### src/rtl/alu_div8_seq.sv
// alu_div8_seq - sequential restoring divider for the 8-bit ALU.
//
// Computes unsigned a / b, one trial subtraction per clock, with ready/valid
// handshakes on both the operand side and the result side.
//
// Ports:
//   clk          in   1      clock, all state changes on the rising edge
//   rst_n        in   1      synchronous active-low reset
//   start_valid  in   1      operands a, b are valid
//   start_ready  out  1      divider can accept operands (IDLE only)
//   a            in   WIDTH  dividend
//   b            in   WIDTH  divisor
//   res_valid    out  1      q and r are valid (DONE only)
//   res_ready    in   1      consumer accepts the result
//   q            out  WIDTH  quotient
//   r            out  WIDTH  remainder
//   busy         out  1      high in RUN and DONE
//   dz           out  1      divide-by-zero flag (only with DIV_BYZERO_EN)
//
// Build option:
//   DIV_BYZERO_EN  when defined, b == 0 bypasses the iterations, goes to DONE
//                  on the acceptance edge with q = all ones, r = a, dz = 1.
//                  When undefined there is no dz port and b == 0 runs the full
//                  iteration count, which naturally yields q = all ones, r = a.
module alu_div8_seq #(
    parameter int WIDTH = 8
) (
    input  logic             clk,
    input  logic             rst_n,
    input  logic             start_valid,
    output logic             start_ready,
    input  logic [WIDTH-1:0] a,
    input  logic [WIDTH-1:0] b,
    output logic             res_valid,
    input  logic             res_ready,
    output logic [WIDTH-1:0] q,
    output logic [WIDTH-1:0] r,
    output logic             busy
`ifdef DIV_BYZERO_EN
    ,
    output logic             dz
`endif
);

    localparam int CW = (WIDTH > 1) ? $clog2(WIDTH) : 1;

    typedef enum logic [1:0] {
        IDLE = 2'd0,
        RUN  = 2'd1,
        DONE = 2'd2
    } state_t;

    state_t           state, state_nxt;
    logic [WIDTH-1:0] d_reg;    // dividend shift register, holds q at the end
    logic [WIDTH-1:0] b_reg;    // latched divisor
    // The partial remainder is always < B after each iteration, so its
    // top (WIDTH) bit is always zero and is not stored.
    logic [WIDTH-1:0] p_reg;
    logic [CW-1:0]    cnt;

    logic [WIDTH:0]   s_val;    // shifted partial remainder
    logic [WIDTH-1:0] t_val;    // trial difference, low WIDTH bits
    logic [WIDTH:0]   bc;       // borrow chain, bc[0] is borrow-in
    logic             borrow;
    logic [WIDTH-1:0] p_nxt;
    logic [WIDTH-1:0] d_nxt;
    logic             accept;
    logic             zero_div;

    // Trial subtraction S - {0,B}: ripple borrow chain over the low WIDTH bits.
    // The subtrahend's top bit is zero, so the final stage only has to fold
    // S[WIDTH] into the borrow-out; its difference bit is never needed.
    always_comb begin
        s_val = {p_reg, d_reg[WIDTH-1]};
        t_val = '0;
        bc    = '0;
        for (int unsigned i = 0; i < WIDTH; i++) begin
            t_val[i] = s_val[i] ^ b_reg[i] ^ bc[i];
            bc[i+1]  = (~s_val[i] & b_reg[i]) | (~(s_val[i] ^ b_reg[i]) & bc[i]);
        end
        borrow = ~s_val[WIDTH] & bc[WIDTH];
        p_nxt  = borrow ? s_val[WIDTH-1:0] : t_val;
        d_nxt  = {d_reg[WIDTH-2:0], ~borrow};
    end

`ifdef DIV_BYZERO_EN
    assign zero_div = (b == '0);
`else
    assign zero_div = 1'b0;
`endif

    // State register
    always_ff @(posedge clk) begin
        if (!rst_n) begin
            state <= IDLE;
        end else begin
            state <= state_nxt;
        end
    end

    // Next state and handshake outputs
    always_comb begin
        state_nxt   = state;
        start_ready = 1'b0;
        res_valid   = 1'b0;
        busy        = 1'b0;
        accept      = 1'b0;
        unique case (state)
            IDLE: begin
                start_ready = 1'b1;
                accept      = start_valid;
                if (start_valid) begin
                    state_nxt = zero_div ? DONE : RUN;
                end
            end
            RUN: begin
                busy = 1'b1;
                if (cnt == '0) begin
                    state_nxt = DONE;
                end
            end
            DONE: begin
                busy      = 1'b1;
                res_valid = 1'b1;
                if (res_ready) begin
                    state_nxt = IDLE;
                end
            end
            default: begin
                state_nxt = IDLE;
            end
        endcase
    end

    // Datapath
    always_ff @(posedge clk) begin
        if (!rst_n) begin
            d_reg <= '0;
            b_reg <= '0;
            p_reg <= '0;
            cnt   <= '0;
            q     <= '0;
            r     <= '0;
`ifdef DIV_BYZERO_EN
            dz    <= 1'b0;
`endif
        end else begin
            unique case (state)
                IDLE: begin
                    if (accept) begin
                        d_reg <= a;
                        b_reg <= b;
                        p_reg <= '0;
                        cnt   <= CW'(WIDTH - 1);
`ifdef DIV_BYZERO_EN
                        if (zero_div) begin
                            q  <= '1;
                            r  <= a;
                            dz <= 1'b1;
                        end
`endif
                    end
                end
                RUN: begin
                    p_reg <= p_nxt;
                    d_reg <= d_nxt;
                    cnt   <= cnt - 1'b1;
                    if (cnt == '0) begin
                        q <= d_nxt;
                        r <= p_nxt;
                    end
                end
                DONE: begin
`ifdef DIV_BYZERO_EN
                    if (res_ready) begin
                        dz <= 1'b0;
                    end
`endif
                end
                default: begin
                end
            endcase
        end
    end

endmodule

### config.mk
export PLATFORM = sky130hd
export DESIGN_NAME = alu_div8_seq
export DESIGN_NICKNAME = d
export VERILOG_FILES = /design/src/rtl/alu_div8_seq.sv
export SDC_FILE = /design/constraint.sdc
export NUM_CORES = 1
export LEC_CHECK = 0
export CORE_MARGIN = 10
export CORE_UTILIZATION = 33
export CTS_BUF_LIST = sky130_fd_sc_hd__clkbuf_4 sky130_fd_sc_hd__clkbuf_8
export DETAILED_ROUTE_END_ITERATION = 7
export HOLD_SLACK_MARGIN = 0.15
export PLACE_DENSITY = 0.54
export SLEW_MARGIN = 25
export SYNTH_ARGS = -nofsm -noshare
export SYNTH_HDL_FRONTEND = slang
export SYNTH_SLANG_ARGS = --single-unit
### constraint.sdc
create_clock -name clk -period 3.6 [get_ports clk]
set_input_delay 0.36 -clock clk [delete_from_list [all_inputs] [get_ports clk]]
set_output_delay 0.36 -clock clk [all_outputs]
set_load 0.005 [all_outputs]
==> summary.md, run 1 <==
| Metric | Value |
|---|---|
| Outcome | `completed` |
| Fmax | `289 MHz` |
| Pre-antenna DRT Iters | `4` |
| Syn Inst Count | `233` |
| Root Driver | `clkbuf_8` |
| Pwr dens | `786 nW/um^2` |
| Grt total ovfl | `0` |
| Hold path depth | `2` |
| R2R Setup Slk | `0.14 ns` |
| Dpl hpwl | `3690 um` |
| Vias per cell | `4.92` |
| Worst min-delay path category | `flip-flop to flip-flop` |
| DR DRC count | `0` |
| Arr. time, crit path | `3.68 ns` |
| VDD IR max | `0.000248 V` |
| TritonCTS clock tree | `yes` |
| Post-synth top cells | `dfxtp_1, nand2_1, a21oi_1` |
| Post-CTS Setup Inserts | `0` |
| DR WL/cell | `14.5 um` |
| Combinational power share | `0.527` |
| Sw Share | `0.378` |
| Clk sinks | `45` |
| Max clock buf depth | `2` |
| Register area | `902 um^2` |
| Mapped Nets | `266` |
| WHS Endpoint | `q[4]` |
| Reg2reg start | `d_reg[7]` |
| Fillers | `638` |
| Count leader, synth | `dfxtp_1` |
| GR Util All Layers | `0.108` |
| Overall power | `2190 uW` |
| Setup CP Type | `flip-flop to flip-flop` |
| CP endpoint kind | `flip-flop` |
| Slowest CP cell | `fa_2` |
| Synth area leaders | `dfxtp_1, nand2_1, fa_1, a21oi_1, mux2i_1` |
| Core Box Area | `6310 um^2` |
| Ports | `39` |
| Final count of pins violating max slew | `0` |
| Die area | `10100 um^2` |
| Final Skew | `0.00742 ns` |
| Pre-CTS setup slack | `-0.191 ns` |
| Initial core utilization | `0.339` |
| Die width | `101 um` |
| Sequential fraction of design power | `0.323` |
| PnR worst setup slack | `0.139 ns` |
| Final Hold Fails | `0` |
| Final wirelength | `5070 um` |
| Post-synth EDFFs | `0` |
| Largest net degree at the start of global routing | `25` |
| Critical Path RT | `3.82 ns` |
| CTS HTree Levels | `2` |
| Layout net count | `306` |
| Rel. slew slack | `0.579` |
| Drt initial violations | `40` |
| Most common flop cell mapped by yosys | `dfxtp_1` |
| Worst path bufs/invs | `5` |
| Reg-to-reg endpoint | `r[7]` |
| Power share of the clock group | `0.150` |
| Sequential element share of the synthesized area | `0.421` |
| Max-Cap Viols | `0` |
| Worst-Skew Late Latency | `0.30 ns` |
| Worst-margin pin slew | `0.632 ns` |
| Final setup viols | `0` |
| Flops & latches, synth | `45` |
| Global-route wire length before repair | `8850 um` |
| Syn_area_per_cell | `9.19 um^2` |
| Area occupied by multi-input gates | `1180 um^2` |
| Layout cells sized above 1 | `0.168` |
| Crit path max fanout | `3` |
| Startpoint Class | `flip-flop` |
| Antenna-violating nets left | `0` |
| Synth Warn # | `0` |
| Post-synth top area cell | `dfxtp_1` |
| Num CTS Buffers | `5` |
| Antenna Cells | `0` |
| Placed Instances | `343` |
| Family with the most delay on the worst path | `adder cells` |
| FFs w/ async S/R, synth | `0` |
| Cells on worst reg2reg path | `15` |
| Fin crit period | `3.46 ns` |
| CP Cell Sequence | `inv_2, ha_4, inv_2, fa_2, fa_2, inv_2, fa_2, inv_2, fa_2, fa_2, fa_2, inv_2, fa_2, and2_1, o31ai_1` |
| I/O Buffers | `38` |
| Net Switching | `830 uW` |
| Non-Filler Instances | `351` |
| Pint | `1360 uW` |
| Synth cell types | `38` |
| Total number of vias | `1727` |
| Area of the mapped netlist | `2140 um^2` |
| RD Place Congestion | `0.792` |
| Die Ht | `101 um` |
| Area share of the largest cell type after synthesis | `0.421` |
| Most common cell on crit path | `fa_2` |
| HP Start | `q[4]` |
| Final period util | `0.961` |
| Antenna violations before repair | `0` |
| Crit path largest cell delay | `0.45 ns` |
| Static leakage | `0.00102 uW` |
| Std cell rows | `29` |
| Area Growth Syn to Fin | `30.4%` |
| Vias in the first global route | `1765` |
| Clk slew on worst S/H paths | `0.09 ns` |
==> cell type report <==
| cell class | instances | area share |
|---|---|---|
| multi-input cells | 157 | 0.422 |
| inverters | 17 | 0.0229 |
| clock inverters | 2 | 0.00493 |
| well taps | 77 | 0.0345 |
| clock buffers | 6 | 0.0296 |
| flip-flops and latches | 45 | 0.323 |
| repair buffers | 47 | 0.163 |
==> what timing repair did <==
action / CTS / global route
resized for setup: 9 / 18
hold buffers: 0 / 0
cloned: 0 / 0
setup endpoints to repair: 17 / 18
pin swaps: 3 / 3
==> tightest hold or removal path, stage by stage (launching register included) <==
cell     delay [ns]
dfxtp_1        0.32
nand2_1        0.05
a21oi_1        0.05
==> per-stage QoR <==
stage | setup TNS (ns) | instance area (um^2) | hold WS, ns | util
finish | 0 | 2790 | 0.455 | 0.442
global route | -0.0169 | 2790 | 0.474 | 0.442
floorplan | 0 | 2140 | 0.432 | -
detailed placement | -2.23 | 2600 | 0.448 | 0.411
global placement | -0.989 | 2600 | 0.443 | 0.411
CTS | 0 | 2720 | 0.460 | 0.431
==> worst max-delay path by stage <==
stage / from / depth (start not counted) / slack (ns) / endpoint
floorplan: d_reg[7] / 15 / 0.03 / p_reg[7]
global placement: d_reg[7] / 15 / -0.12 / p_reg[7]
detailed placement: d_reg[7] / 17 / -0.19 / r[7]
CTS: d_reg[7] / 17 / 0.002 / r[1]
global route: d_reg[7] / 17 / -0.009 / r[5]
finish: d_reg[7] / 15 / 0.14 / r[7]
==> per-layer routing <==
metal / share of wire / GRT usage / routed length [um]
met5: 0 / 0 / 0
met1: 0.49 / 0.141 / 2470
met3: 0.049 / 0.0302 / 250
met4: 0.015 / 0.0391 / 74
met2: 0.45 / 0.166 / 2280
==> logic make-up after synthesis <==
group / count (synthesis) / synth area share
compound gates: 63 / 0.199
fa+ha+maj: 13 / 0.101
buf+inv: 31 / 0.0713
flops: 45 / 0.421
mux: 13 / 0.0649
simple gates: 68 / 0.144
==> cells in the final DEF, fill, tap and decap left out, types with 2 or more instances in the layout <==
cell type        instances
a211oi_1                 3
a21oi_1                 24
a311oi_1                 2
and2_1                   2
buf_4                    7
buf_6                    2
clkbuf_8                 6
clkdlybuf4s50_1         38
dfxtp_1                 44
fa_2                     7
ha_1                     5
inv_1                   12
inv_2                    5
mux2_2                   3
mux2i_1                  4
mux2i_2                  2
mux2i_4                  3
nand2_1                 40
nand2b_1                 3
nand3_1                  5
nor2_1                   8
nor2b_1                  2
o211a_1                  4
o21ai_0                 10
o22ai_1                  2
o2bb2ai_1                8
o31ai_1                  2
o32a_1                   3
==> power by group through the flow <==
stage | clock, uW | combinational [uW] | sequential (uW)
floorplan | 0 | 712 | 696
global placement | 0 | 1010 | 712
detailed placement | 0 | 1010 | 712
CTS | 345 | 1060 | 702
global route | 366 | 1300 | 727
finish | 330 | 1160 | 707
No activity file was read; power rests on OpenSTA's default activity.
==> inputs of run 2 (changes only) <==
--- a/config.mk
+++ b/config.mk
@@ -9,7 +9,6 @@
 export CORE_UTILIZATION = 33
 export CTS_BUF_LIST = sky130_fd_sc_hd__clkbuf_4 sky130_fd_sc_hd__clkbuf_8
 export DETAILED_ROUTE_END_ITERATION = 7
-export HOLD_SLACK_MARGIN = 0.15
 export PLACE_DENSITY = 0.54
 export SLEW_MARGIN = 25
 export SYNTH_ARGS = -nofsm -noshare
==> results of run 2 <==
Final layout, timing and power as in run 1 (identical DEF).
